File: src/rtl/game_display_renderer_pkg.sv
// Shared encodings and constants for the game display renderer and the
// gameplay control block that feeds it.
package game_display_renderer_pkg;

   // Game status as produced by gameplay_control
   typedef enum logic [1:0] {
      ST_START = 2'd0,
      ST_PLAY  = 2'd1,
      ST_LOSE  = 2'd2,
      ST_WIN   = 2'd3
   } game_status_t;

   // Renderer sequencing states
   typedef enum logic [2:0] {
      RS_CLEAR = 3'd0,
      RS_IDLE  = 3'd1,
      RS_ERASE = 3'd2,
      RS_DRAW  = 3'd3,
      RS_FILL  = 3'd4,
      RS_DONE  = 3'd5
   } rstate_t;

   // Screen and block geometry
   localparam int DEF_SCR_W   = 160;
   localparam int DEF_SCR_H   = 120;
   localparam int DEF_BLOCK_W = 16;
   localparam int DEF_BLOCK_H = 4;

   // Colours (3-bit RGB)
   localparam logic [2:0] DEF_COL_BG   = 3'b000;
   localparam logic [2:0] DEF_COL_HIT  = 3'b010;
   localparam logic [2:0] DEF_COL_MISS = 3'b100;
   localparam logic [2:0] DEF_COL_WIN  = 3'b010;
   localparam logic [2:0] DEF_COL_LOSE = 3'b100;

   // True for every state that owns a running (or about to start) sweep
   function automatic logic is_sweep_state(input rstate_t s);
      return (s == RS_CLEAR) || (s == RS_ERASE) || (s == RS_DRAW) || (s == RS_FILL);
   endfunction

endpackage

File: src/rtl/game_display_renderer_if.sv
// Bundle between the game-logic side (master) and the renderer (slave):
// position/status inputs towards the renderer, pixel stream and status back.
interface game_display_renderer_if;
   import game_display_renderer_pkg::*;

   logic         sync;
   logic [7:0]   x;
   logic [7:0]   prev_x;
   logic [6:0]   y;
   logic         o;
   game_status_t game_status;
   logic [7:0]   vga_x;
   logic [6:0]   vga_y;
   logic [2:0]   colour;
   logic         plot;
   logic         busy;
   logic         overrun;

   modport master (
      output sync, x, prev_x, y, o, game_status,
      input  vga_x, vga_y, colour, plot, busy, overrun
   );

   modport slave (
      input  sync, x, prev_x, y, o, game_status,
      output vga_x, vga_y, colour, plot, busy, overrun
   );

endinterface

File: src/rtl/game_display_renderer_rect_sweeper.sv
// Row-major rectangle walker: one pixel coordinate per cycle. The first
// pixel is presented combinationally in the start cycle so the caller's
// output register sees it one edge later; the rest follow from counters.
module rect_sweeper (
   input  logic       clk,
   input  logic       reset,
   input  logic       start,
   input  logic [8:0] org_x,
   input  logic [8:0] org_y,
   input  logic [8:0] size_w,
   input  logic [8:0] size_h,
   output logic [8:0] px,
   output logic [8:0] py,
   output logic       valid,
   output logic       last
);

   logic       run;
   logic [8:0] ox_r, oy_r, w_r, h_r, cx_r, cy_r;
   logic [8:0] cur_ox, cur_oy, cur_w, cur_h, cur_cx, cur_cy;
   logic       x_end;

   // Select live geometry: fresh inputs in the start cycle, latched otherwise
   always_comb begin
      if (start) begin
         cur_ox = org_x;
         cur_oy = org_y;
         cur_w  = size_w;
         cur_h  = size_h;
         cur_cx = '0;
         cur_cy = '0;
      end else begin
         cur_ox = ox_r;
         cur_oy = oy_r;
         cur_w  = w_r;
         cur_h  = h_r;
         cur_cx = cx_r;
         cur_cy = cy_r;
      end
      x_end = (cur_cx == cur_w - 9'd1);
      valid = start | run;
      last  = valid && x_end && (cur_cy == cur_h - 9'd1);
      px    = cur_ox + cur_cx;
      py    = cur_oy + cur_cy;
   end

   // Sweep-active flag; cleared by reset so an aborted sweep stops at once
   always_ff @(posedge clk) begin
      if (reset) begin
         run <= 1'b0;
      end else begin
         run <= valid && !last;
      end
   end

   // Geometry latch and x-fastest offset counters
   always_ff @(posedge clk) begin
      if (valid) begin
         ox_r <= cur_ox;
         oy_r <= cur_oy;
         w_r  <= cur_w;
         h_r  <= cur_h;
         cx_r <= x_end ? 9'd0 : cur_cx + 9'd1;
         cy_r <= x_end ? cur_cy + 9'd1 : cur_cy;
      end
   end

endmodule

File: src/rtl/game_display_renderer.sv
// Turns game-logic block positions and status into a VGA pixel-write
// stream: full-screen clear/fill sweeps and per-sync erase/redraw of the
// block, all through a single rectangle sweeper.
module game_display_renderer
   import game_display_renderer_pkg::*;
#(
   parameter int         SCR_W    = DEF_SCR_W,
   parameter int         SCR_H    = DEF_SCR_H,
   parameter int         BLOCK_W  = DEF_BLOCK_W,
   parameter int         BLOCK_H  = DEF_BLOCK_H,
   parameter logic [2:0] COL_BG   = DEF_COL_BG,
   parameter logic [2:0] COL_HIT  = DEF_COL_HIT,
   parameter logic [2:0] COL_MISS = DEF_COL_MISS,
   parameter logic [2:0] COL_WIN  = DEF_COL_WIN,
   parameter logic [2:0] COL_LOSE = DEF_COL_LOSE
) (
   input logic                   clk,
   input logic                   reset,
   game_display_renderer_if.slave bus
);

   rstate_t      state, state_n;
   game_status_t st_l;
   logic         st_chg;
   logic         start_pend;
   logic         accept, go_fill;

   logic [7:0]   x_l, prev_x_l;
   logic [6:0]   y_l;
   logic         o_l;
   logic [2:0]   fill_col;

   logic         sw_start, sw_valid, sw_last;
   logic [8:0]   sw_ox, sw_oy, sw_w, sw_h, sw_px, sw_py;
   logic [2:0]   pix_col;

   logic [7:0]   vga_x_r;
   logic [6:0]   vga_y_r;
   logic [2:0]   colour_r;
   logic         plot_r, busy_r, overrun_r;

   rect_sweeper u_sweeper (
      .clk    (clk),
      .reset  (reset),
      .start  (sw_start),
      .org_x  (sw_ox),
      .org_y  (sw_oy),
      .size_w (sw_w),
      .size_h (sw_h),
      .px     (sw_px),
      .py     (sw_py),
      .valid  (sw_valid),
      .last   (sw_last)
   );

   // Next state, sweeper launch/geometry and pixel colour
   always_comb begin
      state_n  = state;
      accept   = 1'b0;
      go_fill  = 1'b0;
      sw_start = 1'b0;
      sw_ox    = '0;
      sw_oy    = '0;
      sw_w     = 9'(SCR_W);
      sw_h     = 9'(SCR_H);
      pix_col  = COL_BG;
      st_chg   = (bus.game_status != st_l);
      case (state)
         RS_CLEAR: begin
            sw_start = start_pend;
            if (sw_last) state_n = RS_IDLE;
         end
         RS_IDLE: begin
            // Erase launches in the sync cycle itself, straight off the inputs
            sw_ox = {1'b0, bus.prev_x};
            sw_oy = {2'b00, bus.y};
            sw_w  = 9'(BLOCK_W);
            sw_h  = 9'(BLOCK_H);
            if (st_chg && (bus.game_status == ST_LOSE || bus.game_status == ST_WIN)) begin
               state_n = RS_FILL;
               go_fill = 1'b1;
            end else if (st_chg && bus.game_status == ST_START) begin
               state_n = RS_CLEAR;
            end else if (bus.sync && bus.game_status == ST_PLAY) begin
               state_n  = RS_ERASE;
               accept   = 1'b1;
               sw_start = 1'b1;
            end
         end
         RS_ERASE: begin
            sw_ox = {1'b0, prev_x_l};
            sw_oy = {2'b00, y_l};
            sw_w  = 9'(BLOCK_W);
            sw_h  = 9'(BLOCK_H);
            if (sw_last) state_n = RS_DRAW;
         end
         RS_DRAW: begin
            sw_start = start_pend;
            sw_ox    = {1'b0, x_l};
            sw_oy    = {2'b00, y_l};
            sw_w     = 9'(BLOCK_W);
            sw_h     = 9'(BLOCK_H);
            pix_col  = o_l ? COL_HIT : COL_MISS;
            if (sw_last) state_n = RS_IDLE;
         end
         RS_FILL: begin
            sw_start = start_pend;
            pix_col  = fill_col;
            if (sw_last) state_n = RS_DONE;
         end
         RS_DONE: begin
            if (bus.game_status == ST_START) state_n = RS_CLEAR;
         end
         default: state_n = RS_CLEAR;
      endcase
   end

   // State register; reset always restarts with a full-screen clear
   always_ff @(posedge clk) begin
      if (reset) state <= RS_CLEAR;
      else       state <= state_n;
   end

   // Control: pending sweep launch, last-seen status and sticky overrun
   always_ff @(posedge clk) begin
      if (reset) begin
         start_pend <= 1'b1;
         st_l       <= ST_START;
         overrun_r  <= 1'b0;
      end else begin
         start_pend <= (state_n != state) &&
                       (state_n == RS_CLEAR || state_n == RS_DRAW || state_n == RS_FILL);
         if (state == RS_IDLE || state == RS_DONE) st_l <= bus.game_status;
         if (bus.sync && is_sweep_state(state)) overrun_r <= 1'b1;
      end
   end

   // Latched block position and fill colour
   always_ff @(posedge clk) begin
      if (accept) begin
         x_l      <= bus.x;
         prev_x_l <= bus.prev_x;
         y_l      <= bus.y;
         o_l      <= bus.o;
      end
      if (go_fill) fill_col <= (bus.game_status == ST_WIN) ? COL_WIN : COL_LOSE;
   end

   // Registered pixel stream with off-screen clipping, plus busy
   always_ff @(posedge clk) begin
      if (reset) begin
         vga_x_r  <= '0;
         vga_y_r  <= '0;
         colour_r <= COL_BG;
         plot_r   <= 1'b0;
         busy_r   <= 1'b1;
      end else begin
         plot_r <= sw_valid && (sw_px < 9'(SCR_W)) && (sw_py < 9'(SCR_H));
         busy_r <= sw_valid || is_sweep_state(state_n);
         if (sw_valid) begin
            vga_x_r  <= sw_px[7:0];
            vga_y_r  <= sw_py[6:0];
            colour_r <= pix_col;
         end else begin
            colour_r <= COL_BG;
         end
      end
   end

   assign bus.vga_x   = vga_x_r;
   assign bus.vga_y   = vga_y_r;
   assign bus.colour  = colour_r;
   assign bus.plot    = plot_r;
   assign bus.busy    = busy_r;
   assign bus.overrun = overrun_r;

endmodule
File: src/flat_wrapper.sv
// flat-port wrapper written by rule: the top's interface ports become plain ports
module game_display_renderer_flat import game_display_renderer_pkg::*;
#(
   parameter int         SCR_W    = DEF_SCR_W,
   parameter int         SCR_H    = DEF_SCR_H,
   parameter int         BLOCK_W  = DEF_BLOCK_W,
   parameter int         BLOCK_H  = DEF_BLOCK_H,
   parameter logic [2:0] COL_BG   = DEF_COL_BG,
   parameter logic [2:0] COL_HIT  = DEF_COL_HIT,
   parameter logic [2:0] COL_MISS = DEF_COL_MISS,
   parameter logic [2:0] COL_WIN  = DEF_COL_WIN,
   parameter logic [2:0] COL_LOSE = DEF_COL_LOSE
)
  (clk, reset, bus_sync, bus_x, bus_prev_x, bus_y, bus_o, bus_game_status, bus_vga_x, bus_vga_y, bus_colour, bus_plot, bus_busy, bus_overrun);
  game_display_renderer_if bus_i ();
  input logic clk;
  input logic reset;
  input wire logic [$bits(bus_i.sync)-1:0] bus_sync;
  input wire logic [$bits(bus_i.x)-1:0] bus_x;
  input wire logic [$bits(bus_i.prev_x)-1:0] bus_prev_x;
  input wire logic [$bits(bus_i.y)-1:0] bus_y;
  input wire logic [$bits(bus_i.o)-1:0] bus_o;
  input wire logic [$bits(bus_i.game_status)-1:0] bus_game_status;
  output wire logic [$bits(bus_i.vga_x)-1:0] bus_vga_x;
  output wire logic [$bits(bus_i.vga_y)-1:0] bus_vga_y;
  output wire logic [$bits(bus_i.colour)-1:0] bus_colour;
  output wire logic [$bits(bus_i.plot)-1:0] bus_plot;
  output wire logic [$bits(bus_i.busy)-1:0] bus_busy;
  output wire logic [$bits(bus_i.overrun)-1:0] bus_overrun;
  assign bus_i.sync = bus_sync;
  assign bus_i.x = bus_x;
  assign bus_i.prev_x = bus_prev_x;
  assign bus_i.y = bus_y;
  assign bus_i.o = bus_o;
  assign bus_i.game_status = bus_game_status;
  assign bus_vga_x = bus_i.vga_x;
  assign bus_vga_y = bus_i.vga_y;
  assign bus_colour = bus_i.colour;
  assign bus_plot = bus_i.plot;
  assign bus_busy = bus_i.busy;
  assign bus_overrun = bus_i.overrun;
  game_display_renderer #(.SCR_W(SCR_W), .SCR_H(SCR_H), .BLOCK_W(BLOCK_W), .BLOCK_H(BLOCK_H), .COL_BG(COL_BG), .COL_HIT(COL_HIT), .COL_MISS(COL_MISS), .COL_WIN(COL_WIN), .COL_LOSE(COL_LOSE)) u_core (.clk(clk), .reset(reset), .bus(bus_i));
endmodule
File: config.mk
export PLATFORM = sky130hd
export DESIGN_NAME = game_display_renderer_flat
export DESIGN_NICKNAME = d
export VERILOG_FILES = /design/src/rtl/game_display_renderer_pkg.sv /design/src/rtl/game_display_renderer_if.sv /design/src/rtl/game_display_renderer_rect_sweeper.sv /design/src/rtl/game_display_renderer.sv /design/src/flat_wrapper.sv
export SDC_FILE = /design/constraint.sdc
export NUM_CORES = 1
export LEC_CHECK = 0
export CORE_MARGIN = 3
export CORE_UTILIZATION = 40
export CTS_CLUSTER_SIZE = 25
export DETAILED_ROUTE_END_ITERATION = 8
export GPL_ROUTABILITY_DRIVEN = 0
export HOLD_SLACK_MARGIN = 0.05
export MAX_ROUTING_LAYER = met4
export PLACE_DENSITY = 0.56
export SETUP_SLACK_MARGIN = 0.3
export SYNTH_ARGS = -nofsm -noshare
export SYNTH_HDL_FRONTEND = slang
export SYNTH_SLANG_ARGS = --single-unit
File: constraint.sdc
create_clock -name clk -period 12.28 [get_ports clk]
set_clock_uncertainty 0.1 [all_clocks]
set_input_delay 1.228 -clock clk [delete_from_list [all_inputs] [get_ports clk]]
set_output_delay 1.228 -clock clk [all_outputs]
set_load 0.05 [all_outputs]
# After elaboration in Yosys (flattened, before gate mapping)
# Index checks and enable logic that the tools add are counted.
# word_totals
register_bits	109
# op_classes
add_sub_neg	6
magnitude_cmp	2
n_eq_ne	15
mux	29
bitwise	2
n_reduce_logical	30
# op_table
op	n
2-to-1 mux 9 bit	7
2-to-1 mux 3 bit	9
case mux 8 bit (3 select lines)	1
adder 9 x 1 -> 9 bit, second input constant	2
adder 9 bit	2
== test 9 bit	2
subtractor 9 x 1 -> 9 bit, second input constant	2
case mux 3 bit (5 select lines)	1
case mux 7 bit (2 select lines)	1
== test 3 x 2 -> 1 bit, second input constant	4
logical OR 1 bit	11
logical AND 1 bit	10
== test 3 bit, second input constant	3
< comparator 9 x 7 -> 1 bit, second input constant	1
< comparator 9 x 8 -> 1 bit, second input constant	1
2-to-1 mux 8 bit	1
2-to-1 mux 7 bit	1
logical NOT 3 bit	2
2-to-1 mux 1 bit	6
case mux 3 bit (2 select lines)	1
OR reduction 2 bit	3
OR reduction 3 bit	2
== test 2 bit, second input constant	2
== test 3 x 1 -> 1 bit, second input constant	1
8 further kinds	8

# Logic depth before layout (Yosys ltp)
# Gate-level depths: netlist of run 1.
# logic_depth
ltp_word	18
ltp_mapped	21
mapped_depth_nobuf	17

# By module
# Synthesis of run 1 repeated with hierarchy kept, for this count alone.
# hier_totals
hier_cells	566
area_unflattened_um2	6070.8
# by_module_without_submodules
mod	instances	cells_per_inst	area_per_inst_um2	seq_area_each_um2
rect_sweeper	1	367	3852.4	1641.6
game_display_renderer	1	199	2218.4	1301.2

# Least setup slack after synthesis of run 1
# OpenSTA, ideal clock, no wires.
# synth_path
path_kind	input to register
start	input port bus_game_status[1]
end	register u_core.u_sweeper.cy_r[8] (data pin)
setup_time_ns	0.265
arrival_ns	4.873
slack_ns	7.042
path_stages	18
path_buffers	5
cell_sequence	buf_6 -> or3b_4 -> or2_1 -> buf_6 -> and2_4 -> buf_6 -> clkbuf_1 -> nand2_1 -> ha_1 -> or3b_1 -> or4_1 -> nor4b_2 -> nor3_1 -> nor4_2 -> buf_4 -> nand4_1 -> nor3_1 -> o21ai_0
# synth_between
elab_chain_cells	10
# synth_lines
item	line	source
start: declaration	flat_wrapper.sv:23	input wire logic [$bits(bus_i.game_status)-1:0] bus_game_status;
== test 2 x 1 -> 1 bit	game_display_renderer.sv:84	end else if (bus.sync && bus.game_status == ST_PLAY) begin
logical AND 1 bit	game_display_renderer.sv:84	
2-to-1 mux 1 bit	game_display_renderer.sv:84	
2-to-1 mux 1 bit	game_display_renderer.sv:82	end else if (st_chg && bus.game_status == ST_START) begin
2-to-1 mux 1 bit *	game_display_renderer.sv:79	if (st_chg && (bus.game_status == ST_LOSE || bus.game_status == ST_WIN)) begin
case mux 1 bit (2 select lines) *	game_display_renderer.sv:68	case (state)
2-to-1 mux 9 bit	game_display_renderer_rect_sweeper.sv:25	if (start) begin
subtractor 9 x 1 -> 9 bit	game_display_renderer_rect_sweeper.sv:40	x_end = (cur_cx == cur_w - 9'd1);
== test 9 bit	game_display_renderer_rect_sweeper.sv:40	
2-to-1 mux 9 bit *	game_display_renderer_rect_sweeper.sv:64	cy_r <= x_end ? cur_cy + 9'd1 : cur_cy;
end signal: assignment	game_display_renderer_rect_sweeper.sv:64	
end: declaration	game_display_renderer_rect_sweeper.sv:19	logic [8:0] ox_r, oy_r, w_r, h_r, cx_r, cy_r;
# Every way passes the cells marked *; elsewhere a longest branch is shown, timed or not.
# A chain may end at the register's enable or synchronous reset.

# Final worst setup path of run 1
# Ends and elaborated chain as after synthesis.

==> results of run 1 <==
[worst max path at each step]
stage                       startpoint  depth (start not counted)  slack [ns]                  endpoint
global placement    bus_game_status[1]                         14        5.60  u_core.u_sweeper.cy_r[8]
CTS                 bus_game_status[1]                         14        5.88  u_core.u_sweeper.cy_r[8]
global route        bus_game_status[1]                         14        5.48  u_core.u_sweeper.cy_r[8]
floorplan           bus_game_status[1]                         18        7.04  u_core.u_sweeper.cy_r[8]
finish              bus_game_status[1]                         14        5.87  u_core.u_sweeper.cy_r[8]
detailed placement  bus_game_status[1]                         14        5.51  u_core.u_sweeper.cy_r[8]
[routing by layer]
| layer | track usage (%) | part of all wire [%] |
|---|---|---|
| met5 | - | 0 |
| met2 | 26.9 | 44 |
| met4 | 4.62 | 0.81 |
| met1 | 27.0 | 52 |
| met3 | 4.10 | 3.4 |
[registers in the layout, indices dropped and copies added (netlist names), 8 cells and up]
name and cells:
u_core.u_sweeper.cx_r 9, u_core.u_sweeper.cy_r 9, u_core.u_sweeper.h_r 9, u_core.u_sweeper.ox_r 9, u_core.u_sweeper.oy_r 9, u_core.u_sweeper.w_r 9, u_core.bus.vga_x 8, u_core.x_l 8
[layout make-up]
type	instances	area (sq um)	share of cell area [%]
timing repair buffer	54	526	8.24
clock buffer	10	229	3.59
inverter	23	86.3	1.35
multi-input combinational	398	2530	39.7
clock inverter	6	78.8	1.24
sequential	99	2700	42.4
tap	176	220	3.45
[where the power goes]
part	switching (W)	total, W	internal [W]
sequential	0.0000207	0.000406	0.000385
clock	0.000132	0.000294	0.000162
combinational	0.0000904	0.000153	0.0000628
total	0.000243	0.000853	0.000611
[cells by family (layout without fill, tap and decap cells)]
logic type / Yosys count / after routing / share of synthesized area (%)
muxes: 3 / 3 / 0.550
other: 1 / 1 / 0.0687
xor gates and xnor gates: 48 / 48 / 7.70
buffers and inverters: 51 / 93 / 4.06
adders and majority gates: 22 / 22 / 5.32
AOI/OAI and AO/OA: 97 / 97 / 12.0
and+or+nand+nor: 227 / 227 / 20.8
DFF: 99 / 99 / 49.5
[metrics by stage]
| step | util, % | cell area (sq um) | setup slack [ns] |
|---|---|---|---|
| floorplan | - | 5460 | 7.04 |
| global placement | 45.6 | 6070 | 5.60 |
| detailed placement | 45.6 | 6070 | 5.51 |
| CTS | 47.9 | 6370 | 5.88 |
| global route | 47.9 | 6370 | 5.48 |
| finish | 47.9 | 6370 | 5.87 |
[critical path: cells and delay by family]
| family | cells | cell delay, ns |
|---|---|---|
| AOI/OAI and AO/OA | 1 | 0.12 |
| adders and majority gates | 1 | 0.20 |
| buffers and inverters | 1 | 0.57 |
| and+or+nand+nor | 11 | 4.26 |
[layout by cell type (no fill, tap or decap), types with 3 or more instances in the layout]
cell type and n:
clkdlybuf4s50_1 48, nor2_1 65, a32oi_1 3, nand2b_1 8
mux2i_1 3, xnor2_1 34, nor2b_1 5, nor3_1 16
nor4_1 3, ha_1 20, nand4_1 4, o211ai_1 5
clkbuf_16 9, a221oi_1 14, xor2_1 14, dfxtp_1 27
o21a_1 6, edfxtp_1 72, nand3_1 8, buf_4 6
o21ai_0 15, a21o_1 6, inv_1 22, and3_1 28
nand3b_1 4, a21oi_1 28, nand2_1 66
==> flow_metrics.tcl, run 1 <==
set metrics [dict create \
    synth_ff_type "edfxtp_1" \
    slew_headroom_pct 24.3 \
    core_sq_um 13300 \
    clk_latency_ns 0.35 \
    powerDensity_nw_per_um2 134 \
    crit_path_start_kind "input port" \
    min_to "u_core.bus.vga_y[3]" \
    arrival_ns 6.41 \
    synth-edff-count 72 \
    nNetsFinal 636 \
    grt_util_all_layers_pct 18.7 \
    cts-root-buf "clkbuf_16" \
    worst-r2r-setup-slack_ns 6.77 \
    fmax_mhz 156 \
    tightestPinTransition_ns 1.13 \
    synth_top_area_share_pct 39.6 \
    critPathMaxFanout 36 \
    reg2reg_to "u_core.u_sweeper.cy_r[8]" \
    reg2reg_depth 13 \
    clkSlewWorstSetupHoldPaths_ns 0.07 \
    dieWidth_microns 123 \
    dr.pass1.iters 5 \
    irDropWorstVdd_uv 82.2 \
    diodes 0 \
    grt_pass1_vias 3969 \
    critPathKind "in2reg" \
    fin_crit_ns 6.41 \
    viasPerCell 5.34 \
    required_ns 12.28 \
    end_kind "flop" \
    drv_slew 0 \
    wl_microns 12900 \
    synth-seq-cells 99 \
    fin_setup_tns_ns 0 \
    antenna_found_initial 0 \
    total_power_w 0.000853 \
    syn_nets 599 \
    r2r_start "u_core.state[0]" \
    yosys-top-cells-area "edfxtp_1 40%, dfxtp_1 9.9%, xnor2_1 5.5%" \
    status "finished, final reports clean" \
    synth.most_common_cell "edfxtp_1" \
    drt_iter0_drc 287 \
    start_util_pct 41.0 \
    yosysUniqueCellTypes 62 \
    synthesis.area_sq_um 5460 \
    drc 0 \
    postRouteAntennaNets 0 \
    rsz0062_at_grt "false" \
    critPathMaxStageDelay_ns 0.95 \
    grt_max_degree 43 \
    wl_per_cell_microns 16.9 \
    area_growth_pct 16.8 \
    hold_buffers 0 \
    dpl.hpwl_microns 9170 \
    holdWs_ns 0.355 \
    num_rows 42 \
    fin_crit_sh_pct 52.2 \
    min_from "u_core.bus.vga_y[3]" \
    crit_chain "clkdlybuf4s50_1, or3b_4, or2_1, and2_4, nand2_1, ha_1, or3b_1, or4_1, nor4b_2, nor3_1, nor4_2, nand4_1, nor3_1, o21ai_0" \
    die-area_sq_um 15100 \
    clockBufferDepth 2 \
    cp_slowest_cell "nor4_2" \
    place_inst 750 \
    ys_seq_area_share_pct 49.5 \
    cts_setup_buffers 0 \
    grt_pass1_wl_microns 21000 \
    synth.largest_area_cell "edfxtp_1" \
    num_vias 4090 \
    ios 50 \
    hp-class "reg2reg" \
    synthCells 548 \
    holdPathStages 2 \
    cap_violations 0 \
    setup_viol 0 \
    die_h_microns 123 \
    instances_no_fill 766 \
    async_flop_share_pct 0 \
    cts_tree "done" \
    cts.sinks 99 \
    port_buffers 48 \
    htreeDepth 3 \
    synth_warnings 0 \
    drive_above_1_share_pct 5.59 \
    syn_avg_cell_area_sq_um 9.96 \
    grt.overflow.total 0 \
    cts_resized 0 \
    cts_made_buffers 9 \
    fillers 1270 \
    synth_commonest_cells "72 x edfxtp_1, 66 x nand2_1, 65 x nor2_1, 34 x xnor2_1" \
    hold_viol_final 0 \
    cp_common_cell "nor3_1" \
    power.leakage_nw 2.54 \
]
Note: power is estimated with default switching activity, not from simulation.
==> inputs of run 2 (changes only) <==
==> constraint.sdc (replaced) <==
create_clock -name clk -period 6.4 [get_ports clk]
set_clock_uncertainty 0.1 [all_clocks]
set_input_delay 0.64 -clock clk [delete_from_list [all_inputs] [get_ports clk]]
set_output_delay 0.64 -clock clk [all_outputs]
set_load 0.05 [all_outputs]
==> flow_metrics.tcl, run 2 (synthesized netlist as in run 1, its figures left out) <==
set metrics [dict create \
    status "finished, final reports clean" \
    nNetsFinal 640 \
    fin_setup_tns_ns 0 \
    critPathKind "in2reg" \
    reg2reg_depth 15 \
    fin_crit_ns 4.87 \
    power.leakage_nw 2.57 \
    cts.sinks 99 \
    grt_max_degree 37 \
    seqPwrFrac_pct 46.9 \
    dr.pass1.iters 5 \
    wl_microns 13300 \
    fmax_mhz 205 \
    setup_viol 0 \
    viasPerCell 5.31 \
    hp-class "reg2reg" \
    final_cell_mix "72 x edfxtp_1, 66 x nand2_1, 65 x nor2_1, 48 x clkdlybuf4s50_1, 34 x xnor2_1" \
    area_growth_pct 17.9 \
    cts_setup_buffers 0 \
    cap_violations 0 \
    total_power_w 0.00166 \
    reg2reg_to "u_core.u_sweeper.cy_r[8]" \
    switchingPower_w 0.000465 \
    arrival_ns 4.87 \
    internal_power_w 0.00120 \
    clk_latency_ns 0.35 \
    slew_headroom_pct 47.0 \
    start_util_pct 41.0 \
    irDropWorstVdd_uv 158 \
    port_buffers 48 \
    p_clk_share_pct 35.3 \
    drc 0 \
    required_ns 6.40 \
    multi_input_area_sq_um 2530 \
    critPathMaxFanout 17 \
    wl_per_cell_microns 17.3 \
    grt_util_all_layers_pct 19.4 \
    num_vias 4089 \
    postRouteAntennaNets 0 \
    grt_pass1_vias 3935 \
    final_common_cell "edfxtp_1" \
    hold_buffers 0 \
    pwr-share-comb_pct 17.8 \
    tightestPinTransition_ns 0.795 \
    num_rows 42 \
    dpl.hpwl_microns 9380 \
    antenna_found_initial 0 \
    drv_slew 0 \
    powerDensity_nw_per_um2 258 \
    r2r_start "u_core.state[0]" \
    die-area_sq_um 15100 \
    die_h_microns 123 \
    cts_tree "done" \
    cts_made_buffers 9 \
    clockBufferDepth 2 \
    diodes 0 \
    htreeDepth 3 \
    drive_above_1_share_pct 6.23 \
    pre_cts_slack_ns 1.21 \
    rsz0062_at_grt "false" \
    end_kind "flop" \
    drt_iter0_drc 253 \
    fin_ws_ns 1.53 \
    min_from "u_core.bus.vga_y[3]" \
    hold_viol_final 0 \
    post-route-util_pct 48.4 \
    ios 50 \
    grt.overflow.total 0 \
    cts_resized 0 \
    grt_pass1_wl_microns 21400 \
    core_sq_um 13300 \
    dieWidth_microns 123 \
    worst-r2r-setup-slack_ns 1.75 \
    min_to "u_core.bus.vga_y[3]" \
    clkSlewWorstSetupHoldPaths_ns 0.07 \
    holdPathStages 2 \
    regArea_sq_um 2700 \
    crit_path_start_kind "input port" \
    fin_crit_sh_pct 76.1 \
    sw_frac_of_total_pct 28.0 \
    fillers 1231 \
    cts-root-buf "clkbuf_16" \
]
-- run 2: through the flow --
stage / hold slack (ns) / instance area, sq um / instances
2_1_floorplan: 0.420 / 5460 / 548
3_3_place_gp: 0.338 / 6110 / 754
3_5_place_dp: 0.343 / 6110 / 754
4_1_cts: 0.353 / 6430 / 770
5_1_grt: 0.369 / 6430 / 770
6_report: 0.354 / 6430 / 770
-- run 2: layer usage --
layer / vias up / global-route usage (%) / part of all wire (%)
met3: 15 / 3.69 / 3.6
met4: 0 / 6.02 / 1.5
met1: 1942 / 27.4 / 51
met5: - / - / 0
met2: 87 / 28.2 / 44
li1: 2045 / - / -
-- run 2: worst max-delay path by stage --
| stage | startpoint | end | depth (start not counted) |
|---|---|---|---|
| after detailed placement | bus_game_status[1] | u_core.u_sweeper.cy_r[8] | 15 |
| after CTS | bus_game_status[1] | u_core.u_sweeper.cy_r[8] | 15 |
| after floorplan | bus_game_status[1] | u_core.u_sweeper.cy_r[8] | 18 |
| final | bus_game_status[1] | u_core.u_sweeper.cy_r[8] | 15 |
| after global routing | bus_game_status[1] | u_core.u_sweeper.cy_r[8] | 15 |
| after global placement | bus_game_status[1] | u_core.u_sweeper.cy_r[8] | 15 |
-- run 2: worst max-delay path: stages --
cell	delay [ns]
clkdlybuf4s50_1	0.58
or3b_4	0.49
or2_1	0.33
and2_4	0.25
nand2_1	0.11
ha_1	0.19
or3b_1	0.41
or4_1	0.46
nor4b_2	0.23
nor3_1	0.11
nor4_2	0.25
buf_4	0.23
nand4_1	0.18
nor3_1	0.27
o21ai_0	0.13
-- run 2: cell type report --
| cell class | instances | share of cell area, % |
|---|---|---|
| Multi-Input combinational cell | 398 | 39.4 |
| Clock buffer | 11 | 3.95 |
| Tap cell | 176 | 3.42 |
| Inverter | 23 | 1.34 |
| Clock inverter | 5 | 1.05 |
| Timing Repair Buffer | 58 | 8.83 |
| Sequential cell | 99 | 42.0 |
-- run 2: power groups by stage --
stage	logic (W)	clock network (W)	registers (W)
floorplan	0.000173	0	0.000819
global placement	0.000292	0	0.000793
detailed placement	0.000296	0	0.000792
CTS	0.000297	0.000600	0.000779
global route	0.000325	0.000625	0.000785
finish	0.000295	0.000586	0.000780
==> inputs of run 3 (changes only) <==
==> constraint.sdc (replaced) <==
create_clock -name clk -period 4.8 [get_ports clk]
set_clock_uncertainty 0.1 [all_clocks]
set_input_delay 0.48 -clock clk [delete_from_list [all_inputs] [get_ports clk]]
set_output_delay 0.48 -clock clk [all_outputs]
set_load 0.05 [all_outputs]
==> flow_metrics.tcl, run 3 (synthesized netlist as in run 1, its figures left out) <==
set metrics [dict create \
    setup_viol 0 \
    dieWidth_microns 123 \
    final_common_cell "edfxtp_1" \
    crit_path_start_kind "input port" \
    end_kind "flop" \
    reg2reg_to "u_core.bus.busy" \
    critPathMaxFanout 4 \
    viasPerCell 5.41 \
    wl_per_cell_microns 17.1 \
    rsz0062_at_grt "false" \
    num_vias 4222 \
    ios 50 \
    fillers 1239 \
    antenna_found_initial 0 \
    power.leakage_nw 2.61 \
    wl_microns 13300 \
    holdPathStages 2 \
    grt_pass1_vias 4039 \
    hold_viol_final 0 \
    placed_area_sq_um 6150 \
    arrival_ns 4.38 \
    fmax_mhz 235 \
    area_growth_pct 18.8 \
    nNetsFinal 650 \
    num_rows 42 \
    powerDensity_nw_per_um2 333 \
    diodes 0 \
    port_buffers 48 \
    min_to "u_core.bus.vga_y[2]" \
    holdWs_ns 0.354 \
    start_util_pct 41.0 \
    critPathMaxStageDelay_ns 0.54 \
    tightestPinTransition_ns 0.840 \
    grt_util_all_layers_pct 19.3 \
    die-area_sq_um 15100 \
    worst-path-buf-inv 1 \
    reg2reg_depth 13 \
    instances_no_fill 780 \
    grt_max_degree 70 \
    die_h_microns 123 \
    irDropWorstVdd_uv 160 \
    multi_input_area_sq_um 2540 \
    critPathTopFamily "simple AND/OR/NAND/NOR gates" \
    fin_setup_tns_ns 0 \
    slew_headroom_pct 43.9 \
    drt_iter0_drc 315 \
    cp_slowest_cell "or4_4" \
    core_sq_um 13300 \
    critPathKind "in2reg" \
    cts-root-buf "clkbuf_16" \
    required_ns 4.93 \
    clkSlewWorstSetupHoldPaths_ns 0.07 \
    total_power_w 0.00216 \
    hp-class "reg2reg" \
    drv_slew 0 \
    worst-r2r-setup-slack_ns 0.68 \
    cp.depth 14 \
    regArea_sq_um 2700 \
    cts_tree "done" \
    cts.sinks 99 \
    grt_pass1_wl_microns 21700 \
    clk_latency_ns 0.35 \
    stdcell_area_sq_um 6480 \
    fin_crit_sh_pct 88.5 \
    place_inst 760 \
    dr.pass1.iters 5 \
    min_from "u_core.bus.vga_y[2]" \
    crit_chain "clkdlybuf4s50_1, or3b_4, or2_1, and2_4, nand2_1, ha_1, or3b_1, or4_1, nor4b_2, nor3_1, or4_4, nor2_4, o21ai_2, or3_1" \
    r2r_start "u_core.state[1]" \
    drc 0 \
    status "finished, final reports clean" \
    dpl.hpwl_microns 9300 \
    cts_made_buffers 9 \
    clockBufferDepth 2 \
    htreeDepth 3 \
    cap_violations 0 \
    postRouteAntennaNets 0 \
    final_cell_mix "72 x edfxtp_1, 66 x nand2_1, 65 x nor2_1, 48 x clkdlybuf4s50_1, 34 x xnor2_1" \
    grt.overflow.total 0 \
    drive_above_1_share_pct 7.95 \
    fin_crit_ns 4.25 \
]
-- run 3: cell count changes in the layout (fill, tap and decap cells not counted), sizes merged --
cell and delta:
clkbuf +1, buf +10, clkinv -1
-- run 3: per-layer routing --
metal	GRT usage (%)	part of all wire, %	vias to the layer above	wire [microns]
met5	-	0	-	0
met4	6.23	1.3	0	172
met3	3.32	4.5	13	597
met2	26.6	44	108	5820
met1	28.7	50	2029	6720
li1	-	-	2072	-
-- run 3: area by class of cell --
type	count	area share (%)
clock buffers	12	3.65
clock inverters	4	0.753
well taps	176	3.40
flip-flops and latches	99	41.7
repair buffers	68	9.92
multi-input cells	398	39.2
inverters	23	1.33
-- run 3: how the worst max path moves through the flow --
stage,from,end,slack [ns]
2_1_floorplan,bus_game_status[1],u_core.u_sweeper.cy_r[8],0.31
6_report,bus_game_status[1],u_core.bus.busy,0.55
3_5_place_dp,bus_game_status[1],u_core.u_sweeper.cy_r[8],0.14
3_3_place_gp,bus_game_status[1],u_core.u_sweeper.cy_r[8],0.24
5_1_grt,bus_game_status[1],u_core.u_sweeper.cy_r[6],0.29
4_1_cts,bus_game_status[1],u_core.u_sweeper.cy_r[8],0.51
-- run 3: through the flow --
stage | worst slack [ns] | util, %
2_1_floorplan | 0.310 | -
3_3_place_gp | 0.244 | 46.3
3_5_place_dp | 0.142 | 46.3
4_1_cts | 0.513 | 48.4
5_1_grt | 0.288 | 48.8
6_report | 0.551 | 48.8
-- run 3: power breakdown --
group | switching, W | internal (W) | total [W] | leakage, nW
Clock | 0.000318 | 0.000406 | 0.000724 | 0.142
Combinational | 0.000231 | 0.000166 | 0.000397 | 1.52
Sequential | 0.0000542 | 0.000986 | 0.00104 | 0.950
-- run 3: worst reg2reg max path, cell delays in order (launching register included) --
cell and delay, ns:
dfxtp_1 0.45, or3b_4 0.46, or2_1 0.23, and2_4 0.15, nand2_1 0.10, ha_1 0.19
or3b_1 0.41, or4_1 0.45, nor4b_2 0.23, nor3_1 0.11, or4_4 0.54, nor2_4 0.15
o21ai_2 0.08, or3_1 0.36
-- run 3: what timing repair did --
action,CTS,global route
setup buffers,0,4
hold buffers,0,0
endpoints found under the setup margin,0,5
hold endpoints to repair,0,0
resized for setup,0,5
